## src/rtl/seq_shift_add_multiplier_if.sv

```systemverilog
// seq_shift_add_multiplier_if: operand/product valid-ready bundle for the iterative multiplier
interface seq_shift_add_multiplier_if #(
   parameter int WIDTH = 8
);
   logic                 in_valid, in_ready, in_signed;
   logic [WIDTH-1:0]     multiplicand, multiplier;
   logic                 out_valid, out_ready, busy;
   logic [2*WIDTH-1:0]   product;
   modport master (
      output in_valid, in_signed, multiplicand, multiplier, out_ready,
      input  in_ready, out_valid, product, busy
   );
   modport slave (
      input  in_valid, in_signed, multiplicand, multiplier, out_ready,
      output in_ready, out_valid, product, busy
   );
endinterface

```

## src/rtl/seq_shift_add_multiplier.sv

```systemverilog
// seq_shift_add_multiplier: iterative shift-add multiplier, BITS_PER_CYCLE multiplier bits per clock
module seq_shift_add_multiplier #(
   parameter int WIDTH          = 8,
   parameter int BITS_PER_CYCLE = 1
) (
   input logic                       clk,
   input logic                       rst,
   seq_shift_add_multiplier_if.slave mul_io
);
   localparam int N  = WIDTH / BITS_PER_CYCLE;
   localparam int CW = $clog2(N + 1);
   localparam logic [1:0] S_IDLE = 2'd0, S_BUSY = 2'd1, S_DONE = 2'd2;
   logic [1:0]         state_q, state_d;
   logic [WIDTH-1:0]   b_q, b_d;
   logic [2*WIDTH-1:0] a_q, a_d, acc_q, acc_d, prod_q, prod_d;
   logic [CW-1:0]      cnt_q, cnt_d;
   logic               neg_q, neg_d;
   logic               accept;
   logic [WIDTH-1:0]   a_mag, b_mag;
   logic [2*WIDTH-1:0] pp;
   assign mul_io.in_ready  = state_q == S_IDLE || (state_q == S_DONE && mul_io.out_ready);
   assign mul_io.out_valid = state_q == S_DONE;
   assign mul_io.busy      = state_q == S_BUSY;
   assign mul_io.product   = prod_q;
   assign accept = mul_io.in_valid & mul_io.in_ready;
   assign a_mag  = (mul_io.in_signed & mul_io.multiplicand[WIDTH-1]) ? -mul_io.multiplicand : mul_io.multiplicand;
   assign b_mag  = (mul_io.in_signed & mul_io.multiplier[WIDTH-1]) ? -mul_io.multiplier : mul_io.multiplier;
   // a_q is pre-shifted each iteration, so the partial product needs no barrel shift
   assign pp = a_q * (2*WIDTH)'(b_q[BITS_PER_CYCLE-1:0]);
   always_comb begin
      state_d = state_q;
      a_d     = a_q;
      b_d     = b_q;
      acc_d   = acc_q;
      cnt_d   = cnt_q;
      neg_d   = neg_q;
      prod_d  = prod_q;
      if (accept) begin
         state_d = S_BUSY;
         a_d     = {{WIDTH{1'b0}}, a_mag};
         b_d     = b_mag;
         neg_d   = mul_io.in_signed & (mul_io.multiplicand[WIDTH-1] ^ mul_io.multiplier[WIDTH-1]);
         acc_d   = '0;
         cnt_d   = '0;
      end else if (state_q == S_BUSY) begin
         if (cnt_q == CW'(N)) begin
            state_d = S_DONE;
            prod_d  = neg_q ? -acc_q : acc_q;
         end else begin
            acc_d = acc_q + pp;
            a_d   = a_q << BITS_PER_CYCLE;
            b_d   = b_q >> BITS_PER_CYCLE;
            cnt_d = cnt_q + 1'b1;
         end
      end else if (state_q == S_DONE && mul_io.out_ready) begin
         state_d = S_IDLE;
      end
   end
   always_ff @(posedge clk or posedge rst) begin
      if (rst) begin
         state_q <= S_IDLE;
         a_q     <= '0;
         b_q     <= '0;
         acc_q   <= '0;
         cnt_q   <= '0;
         neg_q   <= 1'b0;
         prod_q  <= '0;
      end else begin
         state_q <= state_d;
         a_q     <= a_d;
         b_q     <= b_d;
         acc_q   <= acc_d;
         cnt_q   <= cnt_d;
         neg_q   <= neg_d;
         prod_q  <= prod_d;
      end
   end
endmodule

```

## src/flat_wrapper.sv

```systemverilog
// flat-port wrapper written by rule: the top's interface ports become plain ports
module seq_shift_add_multiplier_flat 
#(
   parameter int WIDTH          = 8,
   parameter int BITS_PER_CYCLE = 1
)
  (clk, rst, mul_io_in_valid, mul_io_in_signed, mul_io_multiplicand, mul_io_multiplier, mul_io_out_ready, mul_io_in_ready, mul_io_out_valid, mul_io_product, mul_io_busy);
  seq_shift_add_multiplier_if #(.WIDTH(WIDTH)) mul_io_i ();
  input logic clk;
  input logic rst;
  input wire logic [$bits(mul_io_i.in_valid)-1:0] mul_io_in_valid;
  input wire logic [$bits(mul_io_i.in_signed)-1:0] mul_io_in_signed;
  input wire logic [$bits(mul_io_i.multiplicand)-1:0] mul_io_multiplicand;
  input wire logic [$bits(mul_io_i.multiplier)-1:0] mul_io_multiplier;
  input wire logic [$bits(mul_io_i.out_ready)-1:0] mul_io_out_ready;
  output wire logic [$bits(mul_io_i.in_ready)-1:0] mul_io_in_ready;
  output wire logic [$bits(mul_io_i.out_valid)-1:0] mul_io_out_valid;
  output wire logic [$bits(mul_io_i.product)-1:0] mul_io_product;
  output wire logic [$bits(mul_io_i.busy)-1:0] mul_io_busy;
  assign mul_io_i.in_valid = mul_io_in_valid;
  assign mul_io_i.in_signed = mul_io_in_signed;
  assign mul_io_i.multiplicand = mul_io_multiplicand;
  assign mul_io_i.multiplier = mul_io_multiplier;
  assign mul_io_i.out_ready = mul_io_out_ready;
  assign mul_io_in_ready = mul_io_i.in_ready;
  assign mul_io_out_valid = mul_io_i.out_valid;
  assign mul_io_product = mul_io_i.product;
  assign mul_io_busy = mul_io_i.busy;
  seq_shift_add_multiplier #(.WIDTH(WIDTH), .BITS_PER_CYCLE(BITS_PER_CYCLE)) u_core (.clk(clk), .rst(rst), .mul_io(mul_io_i));
endmodule
```

## config.mk

```make
export PLATFORM = sky130hd
export DESIGN_NAME = seq_shift_add_multiplier_flat
export DESIGN_NICKNAME = d
export VERILOG_FILES = /design/src/rtl/seq_shift_add_multiplier_if.sv /design/src/rtl/seq_shift_add_multiplier.sv /design/src/flat_wrapper.sv
export SDC_FILE = /design/constraint.sdc
export NUM_CORES = 1
export LEC_CHECK = 0
export BUFFER_PORTS_ARGS = -buffer_cell sky130_fd_sc_hd__clkbuf_2
export CAP_MARGIN = 10
export CORE_ASPECT_RATIO = 1.4
export CORE_MARGIN = 5
export CORE_UTILIZATION = 35
export DETAILED_ROUTE_END_ITERATION = 7
export PLACE_DENSITY_LB_ADDON = 0.2
export SLEW_MARGIN = 20
export SYNTH_ARGS = -nofsm -noshare
export SYNTH_HDL_FRONTEND = slang
export SYNTH_SLANG_ARGS = --single-unit
```

## constraint.sdc

```tcl
create_clock -name clk -period 5.45 [get_ports clk]
set_input_delay 1.09 -clock clk [delete_from_list [all_inputs] [get_ports clk]]
set_output_delay 1.09 -clock clk [all_outputs]
set_load 0.005 [all_outputs]
```

# After elaboration in Yosys (flattened, before gate mapping)
# Cells that the tools add are included.
# op_classes
n_addsub	5
n_mul	1
eq_ne	5
mux	19
n_bitwise	6
n_reduce_logical	8
# ops
operator	count
$mux W16	7
$mux W8	5
$add A16 B16 Y16	1
$mul A16 B1 Y16	1
$neg A16 Y16	1
$neg A8 Y8	2
$mux W4	3
$mux W2	4
$add A4 B1 Y4 const B	1
$and A1 B1 Y1	4
$eq A4 B4 Y1 const B	1
$reduce_and A2 Y1	2
$ne A3 B1 Y1 const B	1
$reduce_and A3 Y1	1
$reduce_bool A3 Y1	1
$eq A2 B1 Y1 const B	1
$eq A2 B2 Y1 const B	1
$logic_not A2 Y1	1
$ne A2 B1 Y1 const B	1
$reduce_bool A2 Y1	1
$logic_and A1 B1 Y1	1
$logic_or A1 B1 Y1	1
$not A1 Y1	1
$xor A1 B1 Y1	1
# word_totals
reg_bits	63
input_bits	21
out_inout_bits	19
wordCells	51

# Depth between registers and ports, before layout
# Gate-level depths: netlist of the first run.
# depth
word_depth	6
ltp_mapped	10
depth_no_buf	9

# Worst setup path after synthesis of the first run
# Ideal clock, no wire load.
# synth_path
path_kind	register to register
startpoint	register u_core.b_q[0]
endpoint	register u_core.acc_q[14]
setup_time_ns	0.132
arrival_ns	2.342
t_required_ns	5.318
slack_ns	2.977
stages_incl_launch_ff	11
path_buffers	1
synth_period_minus_slack_ns	2.473
cell_sequence	dfrtp_1 > clkbuf_1 > and2_1 > ha_1 > fa_1 > a21o_1 > a31oi_1 > nor4_1 > a211oi_1 > xor2_1 > o21ai_0
# synth_between
elab_chain_cells	5
# synth_lines
element	line_no	source
start, declared	seq_shift_add_multiplier.sv:14	logic [WIDTH-1:0] b_q, b_d;
start signal, assigned	seq_shift_add_multiplier.sv:63	b_q <= '0;
start signal, assigned	seq_shift_add_multiplier.sv:71	b_q <= b_d;
$mul A16 B1 Y16	seq_shift_add_multiplier.sv:29	assign pp = a_q * (2*WIDTH)'(b_q[BITS_PER_CYCLE-1:0]);
$add A16 B16 Y16	seq_shift_add_multiplier.sv:50	acc_d = acc_q + pp;
$mux W16	seq_shift_add_multiplier.sv:46	if (cnt_q == CW'(N)) begin
$mux W16	seq_shift_add_multiplier.sv:45	end else if (state_q == S_BUSY) begin
$mux W16	seq_shift_add_multiplier.sv:38	if (accept) begin
end signal, assigned	seq_shift_add_multiplier.sv:64	acc_q <= '0;
end signal, assigned	seq_shift_add_multiplier.sv:72	acc_q <= acc_d;
end, declared	seq_shift_add_multiplier.sv:15	logic [2*WIDTH-1:0] a_q, a_d, acc_q, acc_d, prod_q, prod_d;
# Every way passes these cells. The select of a mux whose other input is x is not followed.
# A chain may end at the register's enable or synchronous reset.

# Worst setup path in the final report of the first run
# Same ends and word-level chain as after synthesis.

==> metrics, run 1 <==
global-route met2 utilization 0.2231; Worst-path clk slew 50 ps; DP Wirelength between 5 and 6 mm; max-cap violations 0; Crit path largest cell delay 510 ps; routed len/inst 13.32 um; Root Driver clkbuf_16; Cell Rows 44; drt pass-1 iters 4; global route overflow 0; CP endpoint kind register; clock period minus final worst setup slack about 2700 ps; Max Fclk 369.1 MHz; RSZ-0062 raised after global routing no; Ys Warns 0; actual slew at the worst max-slew pin 785.2 ps; CTS tree yes; drt initial violations 142; hold depth 2; M3 GR Usage 0.02965; CP max stage cell dfrtp_1; status finished, final reports clean; Post-CTS Setup Inserts 0; cell with the most instances after synthesis dfrtp_1; CP cell instances and2_1 -> ha_1 -> fa_1 -> a21o_1 -> a31oi_1 -> nor4_1 -> a211oi_1 -> xor2_1 -> o21ai_0; Period Utilization, post-route 0.4972; CTS Hold Buffers Added 0; clk_lat worst skew 320 ps; grt met1 use 0.1466; endpoints failing hold 0; Final Power roughly 1.1 mW; PD cells 249.8 nW/um^2; IO Port Bufs 39; clock buffer depth 2; Final Util 0.4196; critical path class register to register; Syn Inst Count 406; Worst Reg-to-Reg Cells 9; antenna-violating nets left 0; Synth top area share 0.4210; post-layout instance area roughly 4400 sq um; Final nets 486; initial antenna violation count 0; Setup TNS Final 0 ps; share of cells above drive strength 1 0.1448; register area share after synthesis 0.4210; CP Launch Type register; clock sink count 63; post-route DRC violation count 0; WP data required roughly 5600 ps; final setup fails 0; pin count of the biggest net entering global routing 64; clk_skew approximately 3.4 ps; Hold Path Class register to register; largest area contributor in the netlist dfrtp_1; syn nets 448; core area 10,410 sq um; Fillers 1,055; Vias 3,006; # IOs 40; post-synthesis area per instance 9.224 sq um; Yosys cell types 45; Tot GR Track Use 0.1282; vias in the first global route 3,012; largest cells by area after synthesis dfrtp_1 (42%), ha_1 (6.7%), xor2_1 (5.6%); Placer Congestion a little under 0.8; Starting Density 0.3599; Critical Path AT between 2000 and 3000 ps; Post-Syn Area 3745 sq um; FFs w/ async S/R, synth 1.000; Yosys reg bits 63; post-placement cell area 4084 sq um; Top Usage Layer GRT met2; Ant. Diodes 0; Peak VDD IR 0.0001610 V; Resized cells post-CTS 0; htree depth 3; Slew Limit Headroom 0.4765; Post-Route WL 7.818 mm; Via density 5.121; crit path max fanout 17; DIE AREA 12,900 sq um; Post-synth EDFFs 0; Die W approximately 97 um; number of CTS-inserted buffers 9; P_leak 2.082 nW; Top FF cell, synth dfrtp_1; global-route wire length before repair roughly 14 mm; Area growth, synth to finish 16.57%; Slew Viols, Final 0; Post-synth top cells dfrtp_1 (63), nand2_1 (40), o21ai_0 (39); Die Y-Extent around 130 um
## state kept, by name, indices dropped and copies added, names as in the netlist
signal,flops
u_core.neg_q,1
u_core.b_q,8
u_core.acc_q,16
u_core.a_q,16
u_core.state_q,2
u_core.mul_io.product,16
u_core.cnt_q,4
## worst paths after layout
path | end | slack (ps) | start
setup / recovery | u_core.acc_q[14] | 2740 | u_core.b_q[0]
hold / removal | u_core.a_q[0] | 510 | u_core.a_q[0]
setup reg to reg | u_core.acc_q[14] | 2740 | u_core.b_q[0]
hold reg to reg | u_core.a_q[0] | 510 | u_core.a_q[0]
max in group asynchronous | u_core.b_q[2] | 3960 | rst
min in group asynchronous | u_core.mul_io.product[3] | 970 | rst
## power breakdown
group | total (mW) | internal [mW] | switching (mW)
logic | 0.0876 | 0.0399 | 0.0477
registers | 0.487 | 0.478 | 0.00905
clock network | 0.516 | 0.328 | 0.188
## area by class of cell
| type | count | area, sq um | area share |
|---|---|---|---|
| Sequential cell | 63 | 1577 | 0.3611 |
| Clock buffer | 12 | 256.5 | 0.05876 |
| Inverter | 16 | 60.06 | 0.01376 |
| Timing Repair Buffer | 42 | 217.7 | 0.04987 |
| Clock inverter | 4 | 20.02 | 0.004586 |
| Tap cell | 138 | 172.7 | 0.03955 |
| Multi-Input combinational cell | 312 | 2062 | 0.4723 |
## critical path: cells and delay by family, from the launching register on
| kind | cells | cell delay (ps) |
|---|---|---|
| adders and majority gates | 2 | 630 |
| and+or+nand+nor | 2 | 330 |
| xor gates and xnor gates | 1 | 160 |
| AOI/OAI and AO/OA | 4 | 930 |
| DFF | 1 | 510 |
## routing by layer
metal,part of all wire,wire length (um),vias up
met2,0.49,3805,55
met5,0,0,-
li1,-,-,1537
met3,0.040,312,17
met1,0.45,3492,1397
met4,0.026,206,0
## stage by stage
| stage | setup WS (ps) | instances | hold WS (ps) |
|---|---|---|---|
| final | 2740 | 587 | 509.4 |
| after global routing | 2540 | 587 | 520.9 |
| after CTS | 2724 | 587 | 510.1 |
| after detailed placement | 2745 | 571 | 494.9 |
| after global placement | 2774 | 571 | 477.5 |
| after floorplan | 2790 | 406 | 464.3 |
## kinds of logic after synthesis
logic type / share of synthesized area
buf+inv: 0.03107
fa+ha+maj: 0.07217
mux: 0.01103
flops: 0.4210
compound gates: 0.2205
simple gates: 0.1507
xor+xnor: 0.09355
## cell usage in the layout (no fill, tap or decap), types with 3 or more instances in the layout
master | netlist | layout
nand2_1 | 40 | 40
clkbuf_2 | 0 | 39
nor3_1 | 6 | 6
xor2_1 | 24 | 24
nand4_1 | 3 | 3
a21oi_1 | 35 | 35
o31ai_1 | 8 | 8
xnor2_1 | 16 | 16
buf_4 | 0 | 3
clkinv_2 | 0 | 4
and3_1 | 3 | 3
ha_1 | 20 | 20
a21o_1 | 5 | 5
mux2i_1 | 3 | 3
clkbuf_16 | 0 | 9
a31oi_1 | 5 | 5
dfrtp_1 | 63 | 63
a211oi_1 | 3 | 3
a22oi_1 | 12 | 12
nor2_1 | 27 | 25
o21ai_0 | 39 | 39
a22o_1 | 11 | 11
inv_1 | 16 | 15
nand3_1 | 7 | 7
and2_1 | 18 | 18
Note: power is estimated with default switching activity, not from simulation.
==> run 2, diff against run 1 <==
==> constraint.sdc (replaced) <==
create_clock -name clk -period 2.73 [get_ports clk]
set_input_delay 0.546 -clock clk [delete_from_list [all_inputs] [get_ports clk]]
set_output_delay 0.546 -clock clk [all_outputs]
set_load 0.005 [all_outputs]
==> run 2 against run 1 <==
Hold slack got worse by 260 ps; non-clock buffer count rose by 5; core utilization rose by 0.38 points; clock-buffer cell count rose by 4; sequential power rose by 99%; fmax rose by 5.5%; register-to-register slack got worse by 2600 ps.
==> metrics, run 2 (synthesis gave the netlist of run 1 again) <==
Worst Reg-to-Reg Cells 9; initial antenna violation count 0; CTS Hold Buffers Added 0; status finished, final reports clean; Via density 5.155; Peak VDD IR 0.0002987 V; Top Usage Layer GRT met2; PD cells approximately 490 nW/um^2; final worst setup slack ~160 ps; most frequent cells in the layout dfrtp_1 (63), nand2_1 (40), o21ai_0 (39), clkbuf_2 (39), a21oi_1 (35); grt met1 use 0.1609; Clock power frac 0.470; Internal 1.700 mW; core area ~10,000 sq um; critical path class register to register; global-route met2 utilization 0.2162; Post-Route WL 7.979 mm; drt pass-1 iters 4; Net Switching between 0.4 and 0.5 mW; commonest non-fill, non-tap cell in the layout dfrtp_1; Root Driver clkbuf_16; Comb pwr share 0.083; Place WS 173.7 ps; vias in the first global route just under 3,000; switch share 0.2178; Die Y-Extent 132.4 um; final setup fails 0; Starting Density 0.3599; antenna-violating nets left 0; actual slew at the worst max-slew pin 567.5 ps; CP endpoint kind register; RSZ-0062 raised after global routing no; Cell Rows 44; Placer Congestion roughly 0.82; Post-CTS Setup Inserts 0; pin count of the biggest net entering global routing 42; DIE AREA 12,900 sq um; # IOs 40; Final Power 2.173 mW; post-route DRC violation count 0; clock buffer depth 2; Ant. Diodes 0; clock sink count 63; Fin Hold WS 245.8 ps; placed insts ~580; Resized cells post-CTS 0; routed len/inst 13.48 um; global-route wire length before repair about 14 mm; Vias 3,052; Max Fclk 389.5 MHz; Post-Layout Cell Count around 590; M3 GR Usage 0.01959; WP data required 2910 ps; endpoints failing hold 0; Final Util 0.4234; Worst-path clk slew 50 ps; post-placement cell area 4134 sq um; share of cells above drive strength 1 0.1454; clk_skew around 5 ps; global route overflow 0; drt initial violations 166; IO Port Bufs 39; DP Wirelength 6.011 mm; post-layout instance area 4405 sq um; Hold Path Class primary input to asynchronous set/reset pin; clk_lat worst skew 320 ps; clock period minus final worst setup slack 2568 ps; Fillers between 1,000 and 1,500; CP Launch Type register; Reg power frac 0.446; Tot GR Track Use 0.1301; CTS tree yes; Period Utilization, post-route 0.9405; crit path max fanout 4; Setup TNS Final 0 ps; Slew Limit Headroom 0.6217; Final nets 491; max-cap violations 0; htree depth 3; P_leak 2.102 nW; number of CTS-inserted buffers 9; Area growth, synth to finish 17.64%; Die W roughly 100 um; Slew Viols, Final 0; Critical Path AT about 2700 ps
==> run 2: area by class of cell <==
class                           count  area [sq um]  area share
Clock buffer                       16         271.5     0.06163
Inverter                           16         60.06     0.01363
Multi-Input combinational cell    312          2057      0.4669
Sequential cell                    63          1577      0.3579
Tap cell                          138         172.7     0.03919
Timing Repair Buffer               47         267.8     0.06078
==> run 2: metal layers <==
| layer | vias to the layer above | wire length [um] |
|---|---|---|
| met5 | - | 0 |
| met4 | 0 | 233 |
| met3 | 14 | 297 |
| met2 | 68 | 3842 |
| met1 | 1430 | 3606 |
| li1 | 1540 | - |
==> run 2: final timing paths <==
| path | startpoint | end | slack [ps] |
|---|---|---|---|
| setup / recovery | u_core.a_q[0] | u_core.acc_q[14] | 160 |
| hold / removal | rst | u_core.mul_io.product[3] | 250 |
| setup reg to reg | u_core.a_q[0] | u_core.acc_q[14] | 160 |
| hold reg to reg | u_core.b_q[7] | u_core.b_q[7] | 500 |
| max in group asynchronous | rst | u_core.a_q[1] | 1830 |
| min in group clk | u_core.b_q[7] | u_core.b_q[7] | 500 |
==> run 2: critical path, cell delays in order, from the launching register on <==
cell	delay [ps]
dfrtp_1	380
and2_1	160
ha_1	210
fa_1	410
a21o_1	230
a31oi_1	390
nor4_1	120
a211oi_1	270
xor2_1	160
o21ai_0	80
==> run 2: power by group through the flow <==
stage / Clock [mW] / Sequential, mW / Combinational [mW]
floorplan: 0 / 0.979 / 0.133
global placement: 0 / 0.985 / 0.180
detailed placement: 0 / 0.985 / 0.184
CTS: 1.06 / 0.970 / 0.186
global route: 1.11 / 0.972 / 0.209
finish: 1.02 / 0.970 / 0.181
==> run 3, diff against run 2 <==
==> constraint.sdc (replaced) <==
create_clock -name clk -period 2.7 [get_ports clk]
set_input_delay 0.54 -clock clk [delete_from_list [all_inputs] [get_ports clk]]
set_output_delay 0.54 -clock clk [all_outputs]
set_load 0.005 [all_outputs]
==> run 3 against run 2 <==
Sequential cell count unchanged; clock skew decreased by 0.97 ps; clock-buffer cell count decreased by 2; sequential power increased by 1%; fmax increased by 3.2%; routed wire length decreased by 1.4%; clock power about the same; first-iteration DRC count increased by 19%; final cell count unchanged; critical path type unchanged; largest cell class unchanged.
==> metrics, run 3 (synthesis gave the netlist of run 1 again) <==
global route overflow 0; DIE AREA 12,900 sq um; Area growth, synth to finish 17.64%; Setup TNS Final 0 ps; CP Launch Type register; CTS Hold Buffers Added 0; clock sink count between 60 and 70; Tot GR Track Use 0.1275; Ant. Diodes 0; Final Util 0.4234; PD cells about 490 nW/um^2; Worst-path clk slew 50 ps; Fin Hold WS 277.4 ps; Place WS 142.7 ps; Max Fclk 402.1 MHz; IO Port Bufs 39; Slew Viols, Final 0; P_leak about 2.1 nW; pin count of the biggest net entering global routing 33; htree depth 3; critical path class register to register; DP Wirelength around 6 mm; CTS tree yes; endpoints failing hold 0; antenna-violating nets left 0; post-route DRC violation count 0; Hold Path Class primary input to asynchronous set/reset pin; actual slew at the worst max-slew pin approximately 640 ps; final worst setup slack 213.1 ps; Resized cells post-CTS 0; clk_lat worst skew 320 ps; commonest non-fill, non-tap cell in the layout dfrtp_1; max-cap violations 0; vias in the first global route a little under 3,000; Slew Limit Headroom 0.5720; Starting Density 0.3599; global-route wire length before repair 13.59 mm; Root Driver clkbuf_16; number of CTS-inserted buffers 9; CP max stage cell fa_1; CP endpoint kind register; Final nets 492; Die Y-Extent 132.4 um; most frequent cells in the layout dfrtp_1 (63), nand2_1 (40), clkbuf_2 (39); Crit path largest cell delay 410 ps; routed len/inst 13.29 um; initial antenna violation count 0; Peak VDD IR 0.0002495 V; clk_skew 4.027 ps; drt pass-1 iters 4; # IOs 40; RSZ-0062 raised after global routing no; crit path max fanout 4; Critical Path AT 2670 ps; clock buffer depth 2; Post-CTS Setup Inserts 0; Via density 5.147; Cell Rows 44; Final Power 2.172 mW; WP data required 2880 ps; Vias 3,047; clock period minus final worst setup slack 2487 ps; final setup fails 0; Die W 97.42 um; drt initial violations 197; Post-Route WL 7.866 mm; CP cell instances and2_1 -> ha_1 -> fa_1 -> a21o_1 -> a31oi_2 -> nor4_1 -> a211oi_1 -> xor2_1 -> o21ai_0; Placer Congestion 0.8226; share of cells above drive strength 1 0.1520; core area 10,410 sq um; status finished, final reports clean; Period Utilization, post-route 0.9211
-- run 3: through the flow --
stage,std cells,instance area (sq um)
2_1_floorplan,406,3745
3_3_place_gp,577,4129
3_5_place_dp,577,4129
4_1_cts,592,4388
5_1_grt,592,4405
6_report,592,4405
-- run 3: path summary, 6_finish.rpt --
kind | endpoint | startpoint | slack, ps | cells after the start
setup / recovery | u_core.acc_q[14] | u_core.a_q[0] | 210 | 9
hold / removal | u_core.state_q[0] | rst | 280 | 3
setup reg to reg | u_core.acc_q[14] | u_core.a_q[0] | 210 | 9
hold reg to reg | u_core.b_q[7] | u_core.b_q[7] | 500 | 1
max in group asynchronous | u_core.a_q[10] | rst | 2090 | 3
min in group clk | u_core.b_q[7] | u_core.b_q[7] | 500 | 1
-- run 3: critical path: cells and delay by family (launching register included) --
| kind | cells | cell delay [ps] |
|---|---|---|
| adders and majority gates | 2 | 630 |
| AOI/OAI and AO/OA | 4 | 900 |
| DFF | 1 | 390 |
| and+or+nand+nor | 2 | 280 |
| xor gates and xnor gates | 1 | 160 |
-- run 3: final cells by class --
type                    count  area, sq um
clock buffers              14        254.0
clock inverters             1        5.005
fillers                  1048         6000
inverters                  16        60.06
multi-input cells         312         2074
flip-flops and latches     63         1577
well taps                 138        172.7
repair buffers             48        262.8
-- run 3: layer usage --
| layer | track usage | vias up | part of all wire |
|---|---|---|---|
| met1 | 0.1550 | 1428 | 0.45 |
| met4 | 0.07236 | 0 | 0.030 |
| li1 | - | 1549 | - |
| met2 | 0.2140 | 55 | 0.49 |
| met5 | 0 | - | 0 |
| met3 | 0.01906 | 15 | 0.033 |
-- run 3: report_power, final --
| group | internal, mW | leakage (nW) | switching, mW |
|---|---|---|---|
| Combinational | 0.0841 | 1.20 | 0.0999 |
| Sequential | 0.965 | 0.770 | 0.0167 |
| Clock | 0.639 | 0.127 | 0.367 |
| Total | 1.69 | 2.10 | 0.484 |
